==> config.mk <==
export PLATFORM = sky130hd
export DESIGN_NAME = centroid_divider_sequencer
export DESIGN_NICKNAME = d
export VERILOG_FILES = /design/src/rtl/centroid_divider_sequencer.sv
export SDC_FILE = /design/constraint.sdc
export NUM_CORES = 1
export LEC_CHECK = 0
export CAP_MARGIN = 20
export CORE_ASPECT_RATIO = 0.5
export CORE_MARGIN = 10
export CORE_UTILIZATION = 51
export DETAILED_ROUTE_END_ITERATION = 8
export GPL_ROUTABILITY_DRIVEN = 1
export HOLD_SLACK_MARGIN = 0.1
export PLACE_DENSITY = 0.8
export RECOVER_POWER = 100
export SYNTH_ARGS = -nofsm -noshare
export SYNTH_HDL_FRONTEND = slang
export SYNTH_SLANG_ARGS = --single-unit
==> constraint.sdc <==
create_clock -name clk -period 2.24 [get_ports clk]
set_input_delay 0.672 -clock clk [delete_from_list [all_inputs] [get_ports clk]]
set_output_delay 0.672 -clock clk [all_outputs]
set_load 0.005 [all_outputs]
==> src/rtl/centroid_divider_sequencer.sv <==
// centroid_divider_sequencer
// Walks every centroid slot of the accumulator memory and divides each of the
// 7 coordinate sums by the slot's point count. A single restoring bit-serial
// divider is shared by all coordinates. Each slot's 7 quotients are presented
// downstream with a valid/ready handshake.
// Optional feature macro: CENTROID_DIV_ROUND_EN
//   When defined, the divider rounds to nearest: count/2 is added to the dividend,
//   and the divider runs one extra iteration.
//   When undefined, the divider truncates.
module centroid_divider_sequencer #(
    parameter int accum_cord_width = 22,
    parameter int count_width      = 10,
    parameter int addrWidth        = 8,
    parameter int centroid_num     = 8,
    parameter int accum_width      = 7 * accum_cord_width
) (
    input  logic                            clk,
    input  logic                            rst_n,
    input  logic                            start,
    output logic                            rd_en,
    output logic [addrWidth-1:0]            rd_addr,
    input  logic [accum_width-1:0]          rd_data,
    input  logic [count_width-1:0]          rd_count,
    output logic [accum_cord_width-1:0]     result_cord_1,
    output logic [accum_cord_width-1:0]     result_cord_2,
    output logic [accum_cord_width-1:0]     result_cord_3,
    output logic [accum_cord_width-1:0]     result_cord_4,
    output logic [accum_cord_width-1:0]     result_cord_5,
    output logic [accum_cord_width-1:0]     result_cord_6,
    output logic [accum_cord_width-1:0]     result_cord_7,
    output logic [$clog2(centroid_num)-1:0] result_idx,
    output logic                            zero_count,
    output logic                            result_valid,
    input  logic                            result_ready,
    output logic                            busy,
    output logic                            done
);

    localparam int W       = accum_cord_width;
    localparam int COORD_N = 7;
`ifdef CENTROID_DIV_ROUND_EN
    localparam int DIV_N   = accum_cord_width + 1;
`else
    localparam int DIV_N   = accum_cord_width;
`endif
    localparam int REM_W   = count_width + 1;
    localparam int ITER_W  = $clog2(DIV_N);
    localparam int IDX_W   = $clog2(centroid_num);
    localparam int SUMS_W  = accum_width - W;

    localparam logic [ITER_W-1:0] LAST_ITER = ITER_W'(DIV_N - 1);
    localparam logic [IDX_W-1:0]  LAST_SLOT = IDX_W'(centroid_num - 1);

    typedef enum logic [2:0] {
        IDLE = 3'd0,
        READ = 3'd1,
        WAIT = 3'd2,
        DIV  = 3'd3,
        OUT  = 3'd4
    } state_t;

    // Builds the divider's dividend for one coordinate sum.
    // In the rounding build, count/2 is added at one extra bit of width.
    function automatic logic [DIV_N-1:0] make_dividend(
        input logic [W-1:0]           sum,
        input logic [count_width-1:0] cnt
    );
        logic [DIV_N-1:0] ext_sum;
        logic [DIV_N-1:0] ext_half;
        ext_sum  = DIV_N'(sum);
`ifdef CENTROID_DIV_ROUND_EN
        ext_half = DIV_N'(cnt >> 1'b1);
`else
        ext_half = DIV_N'(cnt & {count_width{1'b0}});
`endif
        return ext_sum + ext_half;
    endfunction

    state_t                 state_q, state_d;
    logic [IDX_W-1:0]       slot_q, slot_d;
    logic [2:0]             coord_q, coord_d;
    logic [ITER_W-1:0]      iter_q, iter_d;
    logic [REM_W-1:0]       rem_q, rem_d;
    logic [W-1:0]           quot_q, quot_d;
    logic [DIV_N-1:0]       dividend_q, dividend_d;
    logic [SUMS_W-1:0]      sums_q, sums_d;
    logic [count_width-1:0] count_q, count_d;
    logic [W-1:0]           res_q [COORD_N];
    logic [W-1:0]           res_d [COORD_N];
    logic                   rd_en_q, rd_en_d;
    logic [addrWidth-1:0]   rd_addr_q, rd_addr_d;
    logic [IDX_W-1:0]       result_idx_q, result_idx_d;
    logic                   zero_count_q, zero_count_d;
    logic                   result_valid_q, result_valid_d;
    logic                   busy_q, busy_d;
    logic                   done_q, done_d;

    logic [REM_W-1:0]       rem_shift_s;
    logic                   sub_ok_s;
    logic [REM_W-1:0]       rem_next_s;
    logic [W-1:0]           quot_next_s;
    logic [IDX_W-1:0]       slot_inc_s;

    // One restoring-divider iteration: shift in the next dividend bit, then subtract if possible.
    always_comb begin
        rem_shift_s = REM_W'({rem_q, dividend_q[DIV_N-1]});
        sub_ok_s    = (rem_shift_s >= {1'b0, count_q});
        if (sub_ok_s) begin
            rem_next_s = rem_shift_s - {1'b0, count_q};
        end else begin
            rem_next_s = rem_shift_s;
        end
        quot_next_s = W'({quot_q, sub_ok_s});
        slot_inc_s  = slot_q + 1'b1;
    end

    // Next-state and datapath control for the slot walk and the shared divider.
    always_comb begin
        state_d        = state_q;
        slot_d         = slot_q;
        coord_d        = coord_q;
        iter_d         = iter_q;
        rem_d          = rem_q;
        quot_d         = quot_q;
        dividend_d     = dividend_q;
        sums_d         = sums_q;
        count_d        = count_q;
        res_d          = res_q;
        rd_en_d        = 1'b0;
        rd_addr_d      = rd_addr_q;
        result_idx_d   = result_idx_q;
        zero_count_d   = zero_count_q;
        result_valid_d = 1'b0;
        busy_d         = busy_q;
        done_d         = 1'b0;

        case (state_q)
            IDLE: begin
                if (start) begin
                    state_d      = READ;
                    slot_d       = '0;
                    rd_en_d      = 1'b1;
                    rd_addr_d    = '0;
                    busy_d       = 1'b1;
                    zero_count_d = 1'b0;
                end else begin
                    state_d = IDLE;
                end
            end

            READ: begin
                state_d = WAIT;
            end

            WAIT: begin
                // Memory data is valid now; coordinate 1 goes straight into the divider.
                sums_d       = rd_data[accum_width-1:W];
                count_d      = rd_count;
                result_idx_d = slot_q;
                coord_d      = 3'd1;
                iter_d       = '0;
                rem_d        = '0;
                quot_d       = '0;
                dividend_d   = make_dividend(rd_data[W-1:0], rd_count);
                if (rd_count == {count_width{1'b0}}) begin
                    zero_count_d   = 1'b1;
                    for (int i = 0; i < COORD_N; i++) begin
                        res_d[i] = '0;
                    end
                    result_valid_d = 1'b1;
                    state_d        = OUT;
                end else begin
                    zero_count_d = 1'b0;
                    state_d      = DIV;
                end
            end

            DIV: begin
                rem_d      = rem_next_s;
                quot_d     = quot_next_s;
                dividend_d = {dividend_q[DIV_N-2:0], 1'b0};
                if (iter_q == LAST_ITER) begin
                    for (int i = 0; i < COORD_N; i++) begin
                        if (coord_q == 3'(i + 1)) begin
                            res_d[i] = quot_next_s;
                        end else begin
                            res_d[i] = res_q[i];
                        end
                    end
                    iter_d = '0;
                    rem_d  = '0;
                    quot_d = '0;
                    if (coord_q == 3'(COORD_N)) begin
                        result_valid_d = 1'b1;
                        state_d        = OUT;
                    end else begin
                        // The remaining sums are consumed from the bottom, one coordinate at a time.
                        coord_d    = coord_q + 3'd1;
                        dividend_d = make_dividend(sums_q[W-1:0], count_q);
                        sums_d     = sums_q >> W;
                    end
                end else begin
                    iter_d = iter_q + 1'b1;
                end
            end

            OUT: begin
                if (result_ready) begin
                    result_valid_d = 1'b0;
                    if (slot_q == LAST_SLOT) begin
                        state_d = IDLE;
                        done_d  = 1'b1;
                        busy_d  = 1'b0;
                    end else begin
                        state_d      = READ;
                        slot_d       = slot_inc_s;
                        rd_en_d      = 1'b1;
                        rd_addr_d    = addrWidth'(slot_inc_s);
                        zero_count_d = 1'b0;
                    end
                end else begin
                    result_valid_d = 1'b1;
                end
            end

            default: begin
                state_d = IDLE;
                busy_d  = 1'b0;
            end
        endcase
    end

    // State, datapath and output registers; reset discards any partial run.
    always_ff @(posedge clk or negedge rst_n) begin
        if (!rst_n) begin
            state_q        <= IDLE;
            slot_q         <= '0;
            coord_q        <= 3'd0;
            iter_q         <= '0;
            rem_q          <= '0;
            quot_q         <= '0;
            dividend_q     <= '0;
            sums_q         <= '0;
            count_q        <= '0;
            for (int i = 0; i < COORD_N; i++) begin
                res_q[i] <= '0;
            end
            rd_en_q        <= 1'b0;
            rd_addr_q      <= '0;
            result_idx_q   <= '0;
            zero_count_q   <= 1'b0;
            result_valid_q <= 1'b0;
            busy_q         <= 1'b0;
            done_q         <= 1'b0;
        end else begin
            state_q        <= state_d;
            slot_q         <= slot_d;
            coord_q        <= coord_d;
            iter_q         <= iter_d;
            rem_q          <= rem_d;
            quot_q         <= quot_d;
            dividend_q     <= dividend_d;
            sums_q         <= sums_d;
            count_q        <= count_d;
            for (int i = 0; i < COORD_N; i++) begin
                res_q[i] <= res_d[i];
            end
            rd_en_q        <= rd_en_d;
            rd_addr_q      <= rd_addr_d;
            result_idx_q   <= result_idx_d;
            zero_count_q   <= zero_count_d;
            result_valid_q <= result_valid_d;
            busy_q         <= busy_d;
            done_q         <= done_d;
        end
    end

    assign rd_en         = rd_en_q;
    assign rd_addr       = rd_addr_q;
    assign result_cord_1 = res_q[0];
    assign result_cord_2 = res_q[1];
    assign result_cord_3 = res_q[2];
    assign result_cord_4 = res_q[3];
    assign result_cord_5 = res_q[4];
    assign result_cord_6 = res_q[5];
    assign result_cord_7 = res_q[6];
    assign result_idx    = result_idx_q;
    assign zero_count    = zero_count_q;
    assign result_valid  = result_valid_q;
    assign busy          = busy_q;
    assign done          = done_q;

endmodule
# Word-level counts from Yosys, hierarchy flattened
# Cells that the tools add are included.
[word_totals]
reg_bits = 379
output_inout_bits = 170
wordCells = 135
[classes]
n_addsub = 4
n_lt_le_gt_ge = 1
n_eq_ne = 27
mux = 61
bitwise = 1
reduce_logical = 18
[ops]
columns = ["cell", "n"]
rows = [
  ["$mux W154", 2],
  ["$pmux W154 S2", 1],
  ["$mux W132", 2],
  ["$pmux W132 S2", 1],
  ["$mux W22", 9],
  ["$pmux W22 S2", 1],
  ["$pmux W21 S2", 1],
  ["$reduce_and A4 Y1", 10],
  ["$ne A2 B2 Y1 const B", 14],
  ["$mux W3", 9],
  ["$mux W8", 3],
  ["$mux W21", 1],
  ["$mux W10", 2],
  ["$pmux W10 S2", 1],
  ["$eq A3 B3 Y1 const B", 6],
  ["$mux W1", 18],
  ["$pmux W8 S2", 1],
  ["$pmux W3 S5", 1],
  ["$eq A3 B2 Y1 const B", 4],
  ["$pmux W3 S2", 2],
  ["$ge A11 B10 Y1", 1],
  ["$logic_not A10 Y1", 1],
  ["$pmux W5 S2", 1],
  ["$sub A10 B10 Y10", 1],
  ["other kinds (13)", 19],
]

# Depth between registers and ports, before layout
# Gate-level depths: netlist of the first run.
[logic_depth]
ltp_word = 4
depth_mapped = 10
depth_no_buf = 9

# Worst setup path before layout of the first run
# Ideal clock, no wire load.
[synth_timing]
kind = "input to register"
from = "in rd_count[5]"
to = "reg res_q, in the netlist result_cord_1[10]"
setup_time_ns = 0.125
arrival_ns = 2.050
required_ns = 2.115
setup_slack_ns = 0.065
stages = 6
path_buffers = 1
path_cell_list = "nor4_1 > nand3_1 > nor3_4 > a21o_2 > buf_6 > mux2_2"
[synth_via]
elab_chain_len = 3
[synth_lines]
columns = ["item", "line_no", "rtl"]
rows = [
  ["from (decl)", "23", "input logic [count_width-1:0] rd_count,"],
  ["$logic_not A10 Y1", "165", "if (rd_count == {count_width{1'b0}}) begin"],
  ["$ne A2 B2 Y1 (no line)", "--", ""],
  ["$reduce_and A4 Y1 (no line)", "--", ""],
  ["to (signal, indexed assignment)", "266", "res_q[i] <= res_d[i];"],
  ["to (decl)", "88", "logic [W-1:0] res_q [COORD_N];"],
]
# No other way between the ends.
# A chain may end at the register's enable or synchronous reset.

# Worst setup path in the final report of the first run
[layout_timing]
from = "reg iter_q[0]"
to = "reg res_q, in the netlist result_cord_5[0]"
[layout_via]
elab_chain_len = 3
[layout_lines]
columns = ["item", "line_no", "rtl"]
rows = [
  ["from (decl)", "82", "logic [ITER_W-1:0] iter_q, iter_d;"],
  ["from (signal assigned)", "259", "iter_q <= iter_d;"],
  ["$eq A5 B5 Y1", "182", "if (iter_q == LAST_ITER) begin"],
  ["$ne A2 B2 Y1 (no line)", "--", ""],
  ["$reduce_and A4 Y1 (no line)", "--", ""],
]
# No other way between the ends.

==> results of run 1 <==
[sequential cells by signal (all words and copies together) (netlist names), 3 cells and up]
signal         flops
coord_q            3
count_q           10
dividend_q        22
iter_q             5
quot_q            21
rd_addr            3
rem_q             10
result_cord_1     22
result_cord_2     22
result_cord_3     22
result_cord_4     22
result_cord_5     22
result_cord_6     22
result_cord_7     22
result_idx         3
state_q            3
sums_q           132
[metal layers]
metal | vias to the layer above | wire, um | share of wire | GRT usage
met2 | 355 | 24000 | 0.51 | 0.393
li1 | 6265 | - | - | -
met5 | - | 0 | 0 | 0
met1 | 6522 | 19600 | 0.42 | 0.283
met3 | 71 | 2200 | 0.047 | 0.0418
met4 | 0 | 1200 | 0.025 | 0.0826
[cells in the mapped netlist, types with 2 or more instances]
cell type,number
a211oi_1,2
a21o_2,2
a21oi_1,13
a21oi_2,3
a22o_1,46
a31oi_1,111
a31oi_2,3
and2_1,2
and3_1,22
buf_1,4
buf_2,26
buf_4,15
buf_6,5
clkbuf_1,66
dfrtp_1,371
ha_1,20
inv_1,23
mux2_2,46
mux2i_1,6
nand2_1,452
nand2_2,2
nand2b_1,8
nand3_1,31
nand4_1,3
nor2_1,130
nor2b_1,4
nor3_1,6
nor4_1,2
o211ai_1,2
o21ai_0,174
o21ai_1,12
o22ai_1,3
xnor2_1,3
xor2_1,3
[report_power, final]
group	switching (mW)	leakage [nW]	internal, mW
Combinational	5.00	4.04	3.29
Sequential	0.973	4.72	8.39
Clock	2.58	0.639	4.09
[critical path: stages, from the launching register on]
cell	delay (ns)
dfrtp_1	0.42
ha_1	0.23
nand4b_1	0.23
nor2_4	0.13
buf_12	0.15
buf_4	0.14
a31oi_2	0.55
nand2_1	0.15
o21ai_1	0.12
[worst max path at each step]
| stage | to | startpoint | slack [ns] | cells after the start |
|---|---|---|---|---|
| 2_1_floorplan | result_cord_1[10] | rd_count[5] | 0.06 | 6 |
| 3_3_place_gp | result_cord_5[21] | rd_count[5] | -0.54 | 7 |
| 3_5_place_dp | result_cord_5[21] | rd_count[7] | -0.70 | 7 |
| 4_1_cts | result_cord_5[18] | iter_q[0] | -0.06 | 5 |
| 5_1_grt | dividend_q[21] | iter_q[1] | -0.08 | 9 |
| 6_report | result_cord_5[0] | iter_q[0] | 0.04 | 8 |
[stage by stage]
step / area [um^2] / hold WS, ns
CTS: 21200 / 0.484
finish: 21400 / 0.480
global route: 21400 / 0.504
floorplan: 15900 / 0.376
global placement: 19900 / 0.461
detailed placement: 19900 / 0.469
[timing repair]
item / CTS / global route
cloned: 1 / 7
setup endpoints to repair: 52 / 177
hold endpoints to repair: 9 / 0
pin swaps: 6 / 8
buffers inserted: 0 / 10
hold buffers: 1 / 0
resized for setup: 3 / 13
[cell families after synthesis]
logic type,synth area share
and+or+nand+nor,0.170
AOI/OAI and AO/OA,0.148
DFF,0.584
buffers and inverters,0.0408
muxes,0.0364
adders and majority gates,0.0170
xor gates and xnor gates,0.00331
other,0.000236
[area by class of cell]
type                            count  area, um^2
Sequential cell                   371        9290
Fill cell                        2289        9090
Multi-Input combinational cell   1142        6210
Timing Repair Buffer              391        4000
Clock buffer                       51        1060
Tap cell                          423         529
Clock inverter                     12         235
Inverter                           23        86.3
Antenna cell                        7        17.5
==> flow_summary.ini, run 1 <==
[yosys]
synth.distinct_cells = 54
mappedNetlistArea_um2 = 15900
ys_async_sr_fraction = 1.00
synth_edf_count = 0
synthTopCellsByArea = dfrtp_1 58%, nand2_1 11%, o21ai_0 5.5%
synthFlopType = dfrtp_1
synth_cells = 1641
ys_seq_elements = 371
synth.yosys.seq_area_share = 0.584
syn_area_per_cell_um2 = 9.68
synth_top_cell_by_area = dfrtp_1
synth_warnings = 0
synth_top_area_share = 0.584

[timing]
skew_ns = 0.0175
fmax_ghz = 0.454
hold_viol_final = 0
post-route-period-util = 0.983
setup_viol = 0
period_minus_slack_ns = 2.20
slew_violations = 0
setup_ws_ns = 0.0372
tns_ns = 0
worst_pin_slew_ns = 0.927
rsz0062_at_grt = yes
relSlewSlack = 0.382

[finish]
final_util = 0.702
area_delta_synth_final_pct = 34.9
stdcell_count = 2420
drive_gt1_frac = 0.0955
num-nets-final = 2153
mostFrequentLayoutCell = nand2_1
final_cell_mix = 452 x nand2_1, 370 x dfrtp_1, 331 x clkdlybuf4s50_1, 172 x o21ai_0, 127 x nor2_1

[route]
drc = 0
drt_first_pass_iters = 5
drt-total-wl_um = 47000
viasPerCell = 5.46
via_count = 13200
drt_iter0_drc = 1086
ant_nets = 0
wl_per_cell_um = 19.4

[grt]
antenna_found_initial = 7
grt-ovfl-total = 0
grt_pass1_wl_um = 71900
grt_start_max_net_pins = 112
grt_use_total = 0.226
grt_pass1_vias = 13100

[power]
ir_drop_uv = 844
power_density_nw_per_um2 = 1140
finalPower_mw = 24.3
power_leakage_nw = 9.40

[worst_setup_path]
cp-end-kind = flip-flop
arrival_ns = 2.65
startpoint_type = flip-flop
rr_worst_depth = 8
cp.required_ns = 2.68
reg2reg_from = iter_q[0]
reg2reg_setup_slack_ns = 0.04
path_class = flip-flop to flip-flop
cp_max_fo = 11
r2r-end = result_cord_5[0]

[worst_hold_path]
min_path_cells = 2
min_to = result_cord_5[3]
hold_start = result_cord_5[3]
hold_class = flip-flop to flip-flop

[cts]
clockBufferDepth = 3
clock_latency_ns = 0.53
numCtsBuffers = 35
clock-root-buffer = clkbuf_16
cts_tree = done
clock-sinks = 371
cts.htree.levels = 2
path_clk_slew_ns = 0.07

[floorplanning]
die_y_um = 145
rows = 45
ios = 338
core_area_um2 = 30500
die_area_um2 = 39000
dieWidth_um = 270
start_util = 0.521

[outcome]
status = finished clean

[placement]
hpwl_um = 31700
dpl_worst_slack_ns = -0.698
dp_cells = 2331
gp_congestion = 0.846
port_buffers = 332

[flow_run]
maxCapViolations = 0
(Power assumes the default switching activity.)
==> run 2, diff against run 1 <==
- PLACE_DENSITY: 0.8 -> not set
- PLACE_DENSITY_LB_ADDON: not set -> 0.05
==> flow_summary.ini, run 2 (synthesis results as in run 1) <==
[cts]
clock-sinks = 371
clock-root-buffer = clkbuf_16
numCtsBuffers = 35
cts_tree = done
clockBufferDepth = 3
cts.htree.levels = 2
clock_latency_ns = 0.52
path_clk_slew_ns = 0.07

[worst_setup_path]
r2r-end = result_cord_5[19]
startpoint_type = primary input
path_class = primary input to flip-flop
rr_worst_depth = 8
crit_chain = clkdlybuf4s50_1, nor4_2, nand3_2, nor3_4, buf_12, a21o_4, buf_6, mux2_2
reg2reg_setup_slack_ns = 0.10
reg2reg_from = iter_q[0]
arrival_ns = 2.66
cpPeakStageDelay_ns = 0.44
path_buf_inv = 3
cp_max_fo = 5
cp.required_ns = 2.64
crit_slowest_cell = clkdlybuf4s50_1
cp-end-kind = flip-flop
crit_family = buffers and inverters

[finish]
area_delta_synth_final_pct = 35.0
design_area_um2 = 21400
mostFrequentLayoutCell = nand2_1
final_cell_mix = 452 x nand2_1, 371 x dfrtp_1, 330 x clkdlybuf4s50_1, 170 x o21ai_0, 128 x nor2_1
largest_reg_flops = 132
n_fill_cell = 2357
drive_gt1_frac = 0.100
regMostFlops = sums_q
final_util = 0.703
num-nets-final = 2163

[worst_hold_path]
hold_class = primary input to flip-flop
min_to = count_q[2]
min_path_cells = 3
hold_start = rd_count[2]

[grt]
grt-ovfl-total = 0
grt_use_total = 0.229
grt_pass1_vias = 13300
grt_pass1_wl_um = 73100
grt_start_max_net_pins = 113
antenna_found_initial = 5

[timing]
hold_viol_final = 0
setup_ws_ns = -0.0194
post-route-period-util = 1.01
worst_pin_slew_ns = 0.951
fmax_ghz = 0.443
period_minus_slack_ns = 2.26
slew_violations = 0
skew_ns = 0.0232
setup_viol = 21
rsz0062_at_grt = yes
relSlewSlack = 0.366

[floorplanning]
dieWidth_um = 270
die_y_um = 145
ios = 338
rows = 45
core_area_um2 = 30500
start_util = 0.521
die_area_um2 = 39000

[power]
ir_drop_uv = 754
power_density_nw_per_um2 = 1110
power_leakage_nw = 9.42

[route]
drc = 0
ant_nets = 0
viasPerCell = 5.48
wl_per_cell_um = 19.3
drt_iter0_drc = 1212
drt_first_pass_iters = 5
via_count = 13300
drt-total-wl_um = 46900

[placement]
hpwl_um = 32200
dpl_cell_area_um2 = 19900
gp_congestion = 0.864
port_buffers = 332

[outcome]
status = complete, but fails checks
violations = setup timing

[flow_run]
maxCapViolations = 0
-- run 2: cell types whose count changed in the layout (fill, tap and decap cells not counted), moves of 3 or more --
cell,before,now
clkbuf_2,0,5
clkbuf_16,38,41
buf_4,27,33
bufinv_16,7,3
-- run 2: routing by layer --
layer,global-route usage,vias to the layer above,share of wire
met5,0,-,0
met4,0.0532,0,0.015
met3,0.0442,51,0.056
met2,0.398,404,0.50
met1,0.295,6563,0.43
li1,-,6270,-
-- run 2: report_power, final --
group / switching, mW / total [mW] / internal [mW]
clock: 2.59 / 6.17 / 3.58
sequential: 0.961 / 9.34 / 8.38
combinational: 4.94 / 8.29 / 3.34
total: 8.49 / 23.8 / 15.3
-- run 2: how the worst max path moves through the flow --
stage | start | endpoint | slack (ns) | cells past startpoint
final | rd_count[6] | result_cord_1[14] | -0.02 | 8
after global routing | rd_count[0] | result_cord_1[2] | -0.09 | 8
after CTS | iter_q[0] | result_cord_3[6] | -0.03 | 5
after detailed placement | rd_count[7] | result_cord_5[21] | -0.72 | 7
after global placement | rd_count[7] | result_cord_5[21] | -0.62 | 7
after floorplan | rd_count[5] | result_cord_1[10] | 0.06 | 6
-- run 2: stage by stage --
stage | setup slack (ns) | TNS [ns] | power (mW) | hold WS, ns | std cells
after floorplan | 0.0649 | 0 | 15.1 | 0.376 | 1645
after global placement | -0.624 | -72.23 | 17.3 | 0.461 | 2340
after detailed placement | -0.725 | -78.93 | 17.6 | 0.470 | 2340
after CTS | -0.0269 | -0.130 | 23.8 | 0.486 | 2407
after global routing | -0.0865 | -3.51 | 25.4 | 0.484 | 2427
final | -0.0194 | -0.199 | 23.8 | 0.458 | 2427
-- run 2: layout make-up --
type	instances	area, um^2	share of cell area
diodes	5	12.5	0.000583
clock buffers	51	1040	0.0484
clock inverters	11	140	0.00653
inverters	23	86.3	0.00403
multi-input cells	1141	6210	0.290
flip-flops and latches	371	9280	0.433
well taps	423	529	0.0247
repair buffers	402	4140	0.193
-- run 2: worst min-delay path, cell delays in order --
cell            delay (ns)
dlymetal6s2s_1        0.12
nand2_1               0.06
o21ai_0               0.08
-- run 2: repair_timing --
action	4_1_cts	5_1_grt
gates cloned	3	8
gates resized for setup	8	18
pin swaps	9	9
endpoints found under the hold margin	36	0
setup buffers	1	7
hold buffers	1	0
endpoints found under the setup margin	91	195
==> run 3, diff against run 2 <==
- CORE_MARGIN: 10 -> 3
- CTS_BUF_LIST: not set -> sky130_fd_sc_hd__clkbuf_16
- SETUP_SLACK_MARGIN: not set -> 0.3
==> flow_summary.ini, run 3 (synthesis results as in run 1) <==
[outcome]
status = complete, but fails checks
violations = setup timing

[timing]
period_minus_slack_ns = 2.31
worst_pin_slew_ns = 0.880
rsz0062_at_grt = yes
fmax_ghz = 0.432
hold_viol_final = 0
setup_viol = 1
skew_ns = 0.0242
setup_ws_ns = -0.0722
tns_ns = -0.0722
post-route-period-util = 1.03
relSlewSlack = 0.413
slew_violations = 0

[finish]
mostFrequentLayoutCell = nand2_1
final_cell_mix = 435 x nand2_1, 368 x dfrtp_1, 168 x dlygate4sd2_1, 156 x clkdlybuf4s50_1, 142 x o21ai_0
largest_reg_flops = 132
area_delta_synth_final_pct = 42.8
drive_gt1_frac = 0.166
multi_input_area_um2 = 6730
stdcell_count = 2537
final_util = 0.760
regMostFlops = sums_q
num-nets-final = 2280
n_fill_cell = 2085
regArea_um2 = 9290

[route]
via_count = 14900
ant_nets = 0
drt_first_pass_iters = 5
drt_iter0_drc = 1396
drc = 0
viasPerCell = 5.85
drt-total-wl_um = 53700
wl_per_cell_um = 21.2

[worst_hold_path]
hold_start = rd_count[1]
min_to = count_q[1]
min_path_cells = 3
hold_class = primary input to flip-flop

[grt]
grt_pass1_wl_um = 75500
grt_use_total = 0.282
antenna_found_initial = 6
grt_start_max_net_pins = 113
grt-ovfl-total = 0
grt_pass1_vias = 13900

[cts]
path_clk_slew_ns = 0.07
clock_latency_ns = 0.54
clockBufferDepth = 3
cts.htree.levels = 2
cts_tree = done
clock-root-buffer = clkbuf_16
clock-sinks = 371
numCtsBuffers = 35

[placement]
hpwl_um = 29500
port_buffers = 332
dp_cells = 2318
gp_congestion = 0.860

[floorplanning]
rows = 44
die_area_um2 = 33400
die_y_um = 131
core_area_um2 = 29800
start_util = 0.532
dieWidth_um = 256
ios = 338

[power]
ir_drop_uv = 640
power_leakage_nw = 10.9
power_density_nw_per_um2 = 1110

[worst_setup_path]
cp.required_ns = 2.61
startpoint_type = primary input
crit_slowest_cell = o21ai_0
cpPeakStageDelay_ns = 0.45
r2r-end = result_cord_4[8]
rr_worst_depth = 9
reg2reg_setup_slack_ns = -0.01
critPathLaunch = rd_count[0]
crit_chain = clkdlybuf4s15_1, nor4_1, nand3_1, nor3_4, buf_12, buf_12, clkbuf_4, clkbuf_4, a31oi_2, o21ai_0
path_class = primary input to flip-flop
cp-end-kind = flip-flop
reg2reg_from = iter_q[1]
arrival_ns = 2.68
cp_max_fo = 5

[flow_run]
maxCapViolations = 0
==> run 3: layout make-up <==
type	count	area share
Sequential cell	371	0.409
Clock inverter	25	0.0109
Multi-Input combinational cell	1160	0.297
Clock buffer	37	0.0408
Inverter	23	0.00381
Antenna cell	7	0.000772
Tap cell	414	0.0228
Timing Repair Buffer	500	0.215
==> run 3: layer usage <==
layer,global-route usage,wire length [um],up-vias
met5,0,31,-
met4,0.0846,2280,4
met3,0.0530,4110,201
met2,0.486,26400,752
met1,0.370,20900,7326
li1,-,-,6567
==> run 3: worst max path at each step <==
stage / end / slack, ns
after detailed placement: result_cord_5[7] / -0.73
final: result_cord_4[8] / -0.07
after floorplan: result_cord_1[10] / 0.11
after global routing: result_cord_4[8] / -0.08
after CTS: rem_q[2] / 0.14
after global placement: result_cord_5[21] / -0.58
==> run 3: stage by stage <==
stage | power (mW) | setup WS (ns) | area [um^2] | hold WS (ns)
2_1_floorplan | 15.1 | 0.113 | 16000 | 0.376
3_3_place_gp | 17.2 | -0.578 | 19900 | 0.462
3_5_place_dp | 17.5 | -0.728 | 19900 | 0.470
4_1_cts | 24.3 | 0.136 | 22000 | 0.479
5_1_grt | 26.8 | -0.0814 | 22700 | 0.414
6_report | 25.2 | -0.0722 | 22700 | 0.409
==> run 3: worst max-delay path: cells and delay by family <==
| kind | cells | cell delay, ns |
|---|---|---|
| and+or+nand+nor | 3 | 0.65 |
| buffers and inverters | 5 | 0.83 |
| AOI/OAI and AO/OA | 2 | 0.51 |
==> run 3: power breakdown <==
part           switching (mW)  internal [mW]  total, mW
Combinational            5.62           3.98       9.60
Sequential              0.987           8.39       9.37
Clock                    2.70           3.58       6.28
Total                    9.31           15.9       25.2
==> run 3: timing repair <==
action	4_1_cts	5_1_grt
resized for setup	244	155
buffers inserted	72	37
setup endpoints to repair	476	323
gates cloned	18	22
pin swaps	27	63
hold buffers	1	0
endpoints found under the hold margin	40	0
